File: src/rtl/control_sequencer.sv
// Microcoded control sequencer for an 8-bit accumulator machine (LDA/ADD/SUB/OUT/HLT).
// State advances on posedge clk; control outputs decode state and opcode combinationally (zero latency).
// No backpressure: one T-state per clock, HLT parks the block until rst.
module control_sequencer (
  input  logic       clk,
  input  logic       rst,
  input  logic [3:0] opcode,
  output logic       pc_inc,
  output logic       pc_oe,
  output logic       mar_ie,
  output logic       ram_oe,
  output logic       ir_ie,
  output logic       ir_oe,
  output logic       a_ie,
  output logic       a_oe,
  output logic       b_ie,
  output logic       alu_sub,
  output logic       alu_oe,
  output logic       out_ie,
  output logic       halt,
  output logic [2:0] tstate,
  output logic       instr_done
);

  // Encoding doubles as the externally visible tstate value.
  typedef enum logic [2:0] {
    ST_RST = 3'd0,
    ST_T1  = 3'd1,
    ST_T2  = 3'd2,
    ST_T3  = 3'd3,
    ST_T4  = 3'd4,
    ST_T5  = 3'd5,
    ST_T6  = 3'd6,
    ST_HLT = 3'd7
  } state_e;

  localparam logic [3:0] OP_LDA = 4'b0000;
  localparam logic [3:0] OP_ADD = 4'b0001;
  localparam logic [3:0] OP_SUB = 4'b0010;
  localparam logic [3:0] OP_OUT = 4'b1110;
  localparam logic [3:0] OP_HLT = 4'b1111;

  // Power-up value so the block sits in RST before the first reset pulse.
  state_e state_q = ST_RST;
  state_e state_d;

  // Next-state: fixed T-state ring, HLT decided at T4 once the opcode is stable.
  always_comb begin
    state_d = state_q;
    case (state_q)
      ST_RST: state_d = ST_T1;
      ST_T1:  state_d = ST_T2;
      ST_T2:  state_d = ST_T3;
      ST_T3:  state_d = ST_T4;
      ST_T4:  state_d = (opcode == OP_HLT) ? ST_HLT : ST_T5;
      ST_T5:  state_d = ST_T6;
      ST_T6:  state_d = ST_T1;
      ST_HLT: state_d = ST_HLT;
      default: state_d = ST_RST;
    endcase
  end

  // State register; synchronous reset overrides every transition, including HLT.
  always_ff @(posedge clk) begin
    if (rst) begin
      state_q <= ST_RST;
    end else begin
      state_q <= state_d;
    end
  end

  // Control decode: fetch in T1..T3, opcode-specific execute in T4..T6.
  // Opcode is only consulted in T4..T6, so it cannot disturb fetch or idle states.
  always_comb begin
    pc_inc  = 1'b0;
    pc_oe   = 1'b0;
    mar_ie  = 1'b0;
    ram_oe  = 1'b0;
    ir_ie   = 1'b0;
    ir_oe   = 1'b0;
    a_ie    = 1'b0;
    a_oe    = 1'b0;
    b_ie    = 1'b0;
    alu_sub = 1'b0;
    alu_oe  = 1'b0;
    out_ie  = 1'b0;
    case (state_q)
      ST_T1: begin
        pc_oe  = 1'b1;
        mar_ie = 1'b1;
      end
      ST_T2: begin
        pc_inc = 1'b1;
      end
      ST_T3: begin
        ram_oe = 1'b1;
        ir_ie  = 1'b1;
      end
      ST_T4: begin
        case (opcode)
          OP_LDA, OP_ADD, OP_SUB: begin
            // Operand nibble becomes the data address.
            ir_oe  = 1'b1;
            mar_ie = 1'b1;
          end
          OP_OUT: begin
            a_oe   = 1'b1;
            out_ie = 1'b1;
          end
          default: ;
        endcase
      end
      ST_T5: begin
        case (opcode)
          OP_LDA: begin
            ram_oe = 1'b1;
            a_ie   = 1'b1;
          end
          OP_ADD: begin
            ram_oe = 1'b1;
            b_ie   = 1'b1;
          end
          OP_SUB: begin
            // alu_sub set early so the ALU result settles before T6 writes A.
            ram_oe  = 1'b1;
            b_ie    = 1'b1;
            alu_sub = 1'b1;
          end
          default: ;
        endcase
      end
      ST_T6: begin
        case (opcode)
          OP_ADD: begin
            alu_oe = 1'b1;
            a_ie   = 1'b1;
          end
          OP_SUB: begin
            alu_oe  = 1'b1;
            a_ie    = 1'b1;
            alu_sub = 1'b1;
          end
          default: ;
        endcase
      end
      default: ;
    endcase
  end

  assign halt       = (state_q == ST_HLT);
  assign instr_done = (state_q == ST_T6);
  assign tstate     = state_q;

endmodule
File: config.mk
export PLATFORM = sky130hd
export DESIGN_NAME = control_sequencer
export DESIGN_NICKNAME = d
export VERILOG_FILES = /design/src/rtl/control_sequencer.sv
export SDC_FILE = /design/constraint.sdc
export NUM_CORES = 1
export LEC_CHECK = 0
export CAP_MARGIN = 20
export CORE_AREA = 2 2 39 41
export CTS_CLUSTER_DIAMETER = 100
export DETAILED_ROUTE_END_ITERATION = 12
export DIE_AREA = 0 0 41 43
export PLACE_DENSITY = 0.61
export REMOVE_ABC_BUFFERS = 1
export SLEW_MARGIN = 20
export SYNTH_ARGS = -nofsm -noshare
export SYNTH_HDL_FRONTEND = slang
export SYNTH_SLANG_ARGS = --single-unit
File: constraint.sdc
create_clock -name clk -period 3.6 [get_ports clk]
set_clock_uncertainty 0.15 [all_clocks]
set_input_delay 1.08 -clock clk [delete_from_list [all_inputs] [get_ports clk]]
set_output_delay 1.08 -clock clk [all_outputs]
set_load 0.01 [all_outputs]
Word-level counts from Yosys, hierarchy flattened --
Cells that the tools add are included.
Cells by class: eq/ne operators 11, multiplexer cells 18, reduce and logical (&&, ||, !) cells 6
Operators by type and width (count):
- one-hot mux 3 bit (7 select lines) | 1
- 2-to-1 mux 1 bit | 13
- == test 3 bit (second input constant) | 4
- == test 4 bit (second input constant) | 2
- == test 3 x 2 -> 1 bit (second input constant) | 2
- one-hot mux 1 bit (2 select lines) | 3
- OR reduction 2 bit | 3
- == test 4 x 1 -> 1 bit (second input constant) | 1
- == test 4 x 2 -> 1 bit (second input constant) | 1
- zero test 4 bit | 1
- == test 3 x 1 -> 1 bit (second input constant) | 1
- zero test 3 bit | 1
- OR reduction 3 bit | 1
- 2-to-1 mux 2 bit | 1
Storage, ports and cells: flip-flop bits (word level) 3, input port bits 6, output and inout bits 17, logic and storage cells 36

Depth between registers and ports, before layout --
Gate-level depths: netlist of run 1.
depth after elaboration 4, gate-level depth with buffers 5

Worst setup path after synthesis of run 1 --
No wires, ideal clock.
path kind input to output, start point input opcode[0], end point output out_ie, arrival 1.765 ns, setup slack 0.605 ns, cell stages on the path 3, cells stage by stage nand2b_1 nor3_1 buf_4
On the way: cells in the longest elaborated chain, start to end 3
RTL lines:
- from (decl) | RTL line 7 | input logic [3:0] opcode,
- == test 4 bit
- 2-to-1 mux 1 bit (2 in a row)
- to (decl) | RTL line 19 | output logic out_ie,
No other way between the ends.

Worst setup path after layout of run 1 --
start point input opcode[2], end point output alu_sub
On the way: cells in the longest elaborated chain, start to end 3
RTL lines:
- == test 4 x 2 -> 1 bit | RTL line 114, 133
- 2-to-1 mux 1 bit | RTL line 114, 133
- 2-to-1 mux 1 bit
- to (decl) | RTL line 17 | output logic alu_sub,
No other way between the ends.

==> summary.md, run 1 <==
| Metric | Value |
|---|---|
| Top post-synthesis cells by area | `dfxtp_1 20%, nor2_1 9.8%, buf_6 7.3%` |
| DR vias/cell | `4.446` |
| Main combinational cell family by area after synthesis | `simple AND/OR/NAND/NOR gates` |
| Synthesized cell area | `307.8 sq um` |
| Clk pwr share | `38.1%` |
| Number of buffers created by CTS | `3` |
| Startpoint Class | `input port` |
| Post-route setup slack | `0.1048 ns` |
| I/O Pins | `23` |
| Wire per inst | `9.602 um` |
| Initial antenna violation count | `0` |
| Root Buffer | `clkbuf_4` |
| Later-pin clock latency in the skew report | `0.23 ns` |
| Synth Area in Compound Gates | `13.41%` |
| Combinational share of power | `31.8%` |
| Min Tclk post-route | `3.495 ns` |
| DP HPWL | `602 um` |
| Total number of vias | `369` |
| Synth Area in Adders | `0%` |
| Clock Tree Buf Depth | `2` |
| Gpl congestion | `0.7364` |
| Share of cells above drive strength 1 | `19.40%` |
| Worst min path class | `reg -> reg` |
| Crit Reg-Reg Endpoint | `tstate[1]` |
| Postcts setup bufs | `0` |
| Post-synthesis simple-gate area fraction | `47.56%` |
| Critical Path End Type | `output port` |
| Post-Synth XOR/XNOR Area | `5.691%` |
| Most frequent cells in the layout | `11 x clkdlybuf4s50_1, 7 x nor2_1, 7 x dlygate4sd2_1, 4 x nand2_1` |
| Slew headroom | `71.39%` |
| Synth Instances | `43` |
| Dpl ws | `-0.2834 ns` |
| Status | `completed` |
| Warnings from Yosys | `0` |
| Register area share after synthesis | `19.51%` |
| H-Tree Depth | `1` |
| Final hold violation count | `0` |
| Max Slew Vio Count | `0` |
| Mux contribution to synthesized area | `0%` |
| Max Cap Violations | `0` |
| VDD IR max | `0.00009566 V` |
| N_diodes | `0` |
| Largest net degree at the start of global routing | `14` |
| Switch share | `29.77%` |
| Leakage | `0.2741 nW` |
| Sink Count | `3` |
| CP endpoint | `alu_sub` |
| Core area | `1384 sq um` |
| Setup crit start | `opcode[2]` |
| DIE WIDTH | `41 um` |
| WP data required | `2.37 ns` |
| WHS Path Cells | `1` |
| Final ANT Viol Nets | `0` |
| Clock-pin slew on the worst setup and hold paths | `0.03 ns` |
| Die H | `43 um` |
| Synthesized area per cell | `7.158 sq um` |
| Die area | `1763 sq um` |
| Cell Pwr Density | `267.0 nW/um^2` |
| Worst slew pin tran | `0.4286 ns` |
| First-pass GRT wire length | `1248 um` |
| Tot GR Track Use | `9.920%` |
| Overflow after GRT | `0` |
| CTS tree | `yes` |
| P&R area growth vs syn | `84.96%` |
| Area leader, netlist | `dfxtp_1` |
| Drt pass-1 iters | `4` |
| Cell depth of the worst flop-to-flop path | `3` |
| Layout Nets | `74` |
| Register bit count reported by yosys | `3` |
| Crit path max fanout | `3` |
| Num rows | `14` |
| Arrival @ worst endpoint | `2.27 ns` |
| R2R setup slack | `2.33 ns` |
| Number of global-route vias before repair | `306` |
| Final Cycle Share | `97.09%` |
| Setup CP Type | `in -> out` |
| DRT iter0 DRCs | `6` |
| Final wirelength | `797 um` |
| Register share of total power | `30.1%` |
| Switching Power | `0.04526 mW` |
| Final Cell Area | `569.3 sq um` |
| Cell Int Power | `0.1068 mW` |
| Max Clock Freq | `286.1 MHz` |
| CTS Hold Bufs | `0` |
| Drt drc | `0` |
| Dpl cell area | `528.0 sq um` |
| # setup viols final | `0` |
| Commonest non-fill, non-tap cell in the layout | `clkdlybuf4s50_1` |
| PortBufs | `22` |
| Cell variety after synth | `24` |
| Worst Hold Slack | `0.4740 ns` |
| Area share of the largest cell type after synthesis | `19.51%` |
| Initial Util | `22.24%` |
| Setup repair after global routing missed its margin | `no` |
-- worst max-delay path, stage by stage --
cell             delay, ns
clkdlybuf4s50_1       0.43
nor2_2                0.16
nand2_1               0.09
a211oi_1              0.22
dlygate4sd2_1         0.29
-- repair_timing --
item / 4_1_cts / 5_1_grt
pin swaps: 0 / 2
cloned: 0 / 0
endpoints found under the setup margin: 9 / 6
resized for setup: 10 / 5
-- layer usage --
layer  GRT usage, %  share of wire, %  vias to the layer above
met2          12.81                47                       12
li1               -                 -                      194
met3          1.571               6.1                        0
met4          6.000                 0                        0
met5              0                 0                        -
met1          14.70                47                      163
-- worst min-delay path by stage --
stage,startpoint,to,slack (ns)
global placement,tstate[0],tstate[0],0.48
finish,tstate[0],tstate[0],0.47
floorplan,flip-flop,tstate[0],0.44
global route,flip-flop,tstate[0],0.55
CTS,flip-flop,tstate[0],0.48
detailed placement,flip-flop,tstate[0],0.47
-- Yosys cell counts --
cell and n:
and2b_2 1, buf_4 1, nor4b_1 1, buf_6 2, nor2_1 8, nor2b_4 1
and2_1 1, dfxtp_1 3, xor2_1 1, nand3_1 2, nand2_1 4, nand2b_4 1
a21oi_1 3, nand3b_1 1, inv_1 2, nor3_1 1, buf_2 1, and3_2 2
xnor2_1 1, nand4_1 1, a31oi_1 1, o22ai_1 2, a211oi_1 1, nand2b_1 1
-- power groups by stage --
stage	clock (mW)	sequential (mW)	combinational [mW]
6_report	0.0580	0.0457	0.0483
5_1_grt	0.0632	0.0469	0.0525
4_1_cts	0.0602	0.0455	0.0476
3_5_place_dp	0	0.0461	0.0487
3_3_place_gp	0	0.0461	0.0482
2_1_floorplan	0	0.0453	0.0208
-- cells by family (layout without fill, tap and decap cells) --
family,count (synthesis),count (layout)
flops,3,3
simple gates,25,25
compound gates,7,7
buf+inv,6,30
xor+xnor,2,2
-- per-stage QoR --
| stage | power, mW | setup TNS, ns | std cells | util (%) |
|---|---|---|---|---|
| final | 0.1520 | 0 | 83 | 41.14 |
| after global routing | 0.1626 | 0 | 83 | 41.14 |
| after CTS | 0.1534 | -0.1833 | 83 | 39.60 |
| after detailed placement | 0.09475 | -1.958 | 79 | 38.16 |
| after global placement | 0.09433 | -1.893 | 79 | 38.16 |
| after floorplan | 0.06608 | 0 | 39 | - |
-- layout make-up --
class                      instances  area [sq um]
inverter                           2         7.507
clock buffer                       4         26.28
timing repair buffer              24         234.0
sequential                         3         60.06
tap                               16         20.02
fill                             153         814.5
multi-input combinational         34         221.5
(Power assumes the default switching activity.)
==> run 2: changes to the inputs <==
--- a/config.mk
+++ b/config.mk
@@ -5,7 +5,7 @@
 export SDC_FILE = /design/constraint.sdc
 export NUM_CORES = 1
 export LEC_CHECK = 0
-export CAP_MARGIN = 20
+export CAP_MARGIN = 0
 export CORE_AREA = 2 2 39 41
 export CTS_CLUSTER_DIAMETER = 100
 export DETAILED_ROUTE_END_ITERATION = 12
==> results of run 2 <==
The final DEF is identical to that of run 1; final timing and power are the same.
==> RTL change, RTL diff (config.mk and constraints of run 2) <==
Register the outputs `halt` and `instr_done`; this adds one clock of latency there. The other outputs are not delayed to match.
--- a/src/rtl/control_sequencer.sv
+++ b/src/rtl/control_sequencer.sv
@@ -149,4 +149,6 @@
 
-  assign halt       = (state_q == ST_HLT);
-  assign instr_done = (state_q == ST_T6);
+  always_ff @(posedge clk) begin
+    halt       <= (state_q == ST_HLT);
+    instr_done <= (state_q == ST_T6);
+  end
   assign tstate     = state_q;
Formal check against the unedited RTL: not equivalent (a bounded check fails within 10 cycles, from zero or initial values and one cycle with rst high).
==> RTL change against run 2 <==
Routed wire length grew 21%; synthesized cell count decreased by 4.7%; setup slack lost 95 ps; sequential cell count rose by 2; total power rose by 19%; cell count up 3.6%; design area is 2.9% higher; synthesized area up 4.9%; largest cell class unchanged.
==> RTL change: results (changes against run 2) <==
maximum vdd drop 157 uV (+64%); part of the power in registers 35.5% (+5.4 points); WP data arrival 2360 ps (+90 ps); final WL 964 um (+21%); worst hold path cell count 2 (+1); Placed Cells incl. Taps 82 (+3.8%); register area share after synthesis 31.0% (+11 points); First-pass DRT Iterations 2 (-2); synth top area cells dfxtp_1 31%, nor2_1 9.3%, xnor2_1 8.1%, buf_4 7.0%, a21oi_1 6.2%; vias per cell 4.55 (+2.3%); Leak Pwr 0.246 nW (-10%); slew margin rel. 76.3% (+4.9 points); count of different cell masters after synthesis 18 (-25%); Max Fclk 0.279 GHz (-2.6%); Mapped Cells 41 (-4.7%); Commonest cells post-synth 8 x nor2_1, 5 x dfxtp_1, 4 x a21oi_1; Total Routing Usage GR 11.9% (+2.0 points); RD Place Congestion 0.758 (+2.9%); Hold Worst Slack 440 ps (-33.9 ps); detailed placer's ending HPWL 707 um (+18%); status finished, final reports clean; first-pass GRT wire length 1.46 mm (+17%); CTS resizes 26 (+16); DR vias 391 (+6.0%); largest net degree at the start of global routing 12 (-2); initial drt markers 2 (-4); vias in the first global route 353 (+15%); CP max stage delay 410 ps (-20 ps); Place WS -595 ps (-312 ps); M3 GR Usage 4.71% (+3.1 points); Clk pwr share 35.6% (-2.5 points); # nets final 77 (+4.1%); Hold Buf Count CTS 0 (unchanged); Reg-to-Reg End tstate[1]; Crit Path Max Fanout 4 (+1); Compound-Gate Fraction of Synth Area 10.9% (-2.6 points); worst hold endpoint halt; grt met2 use 18.4% (+5.6 points); layout cells sized above 1 25.7% (+6.3 points); R2R Setup Slk 2390 ps (+60 ps); # port buffers 22 (unchanged); sw frac 28.4% (-1.4 points); Cell Area, Placed 586 um^2 (+11%); Total Power 0.181 mW (+19%); met1 Use GR 15.4% (+0.69 points)
[RTL change: changes by cell type after synthesis, sizes merged, moves of 2 or more]
cell / run 2 / this run
and3: 2 / 0
dfxtp: 3 / 5
nand2: 4 / 2
or3b: 0 / 2
xnor2: 1 / 3
[RTL change: how the worst max path moves through the flow]
stage	startpoint	endpoint	depth (start not counted)
floorplan	opcode[3]	mar_ie	3
global placement	opcode[2]	mar_ie	5
detailed placement	opcode[2]	mar_ie	5
CTS	opcode[2]	ir_oe	5
global route	opcode[2]	alu_sub	5
finish	opcode[2]	b_ie	5
[RTL change: per-layer routing]
metal	part of all wire [%]	wire length, um
met5	0	0
met4	0	0
met3	5.0	48
met2	48	460
met1	47	455
[RTL change: area by class of cell]
cell class,count,area (um^2),share of cell area (%)
clock buffers,4,26.3,4.49
flip-flops and latches,5,100,17.1
inverters,1,3.75,0.641
well taps,16,20.0,3.42
multi-input cells,32,199,34.0
repair buffers,28,236,40.4
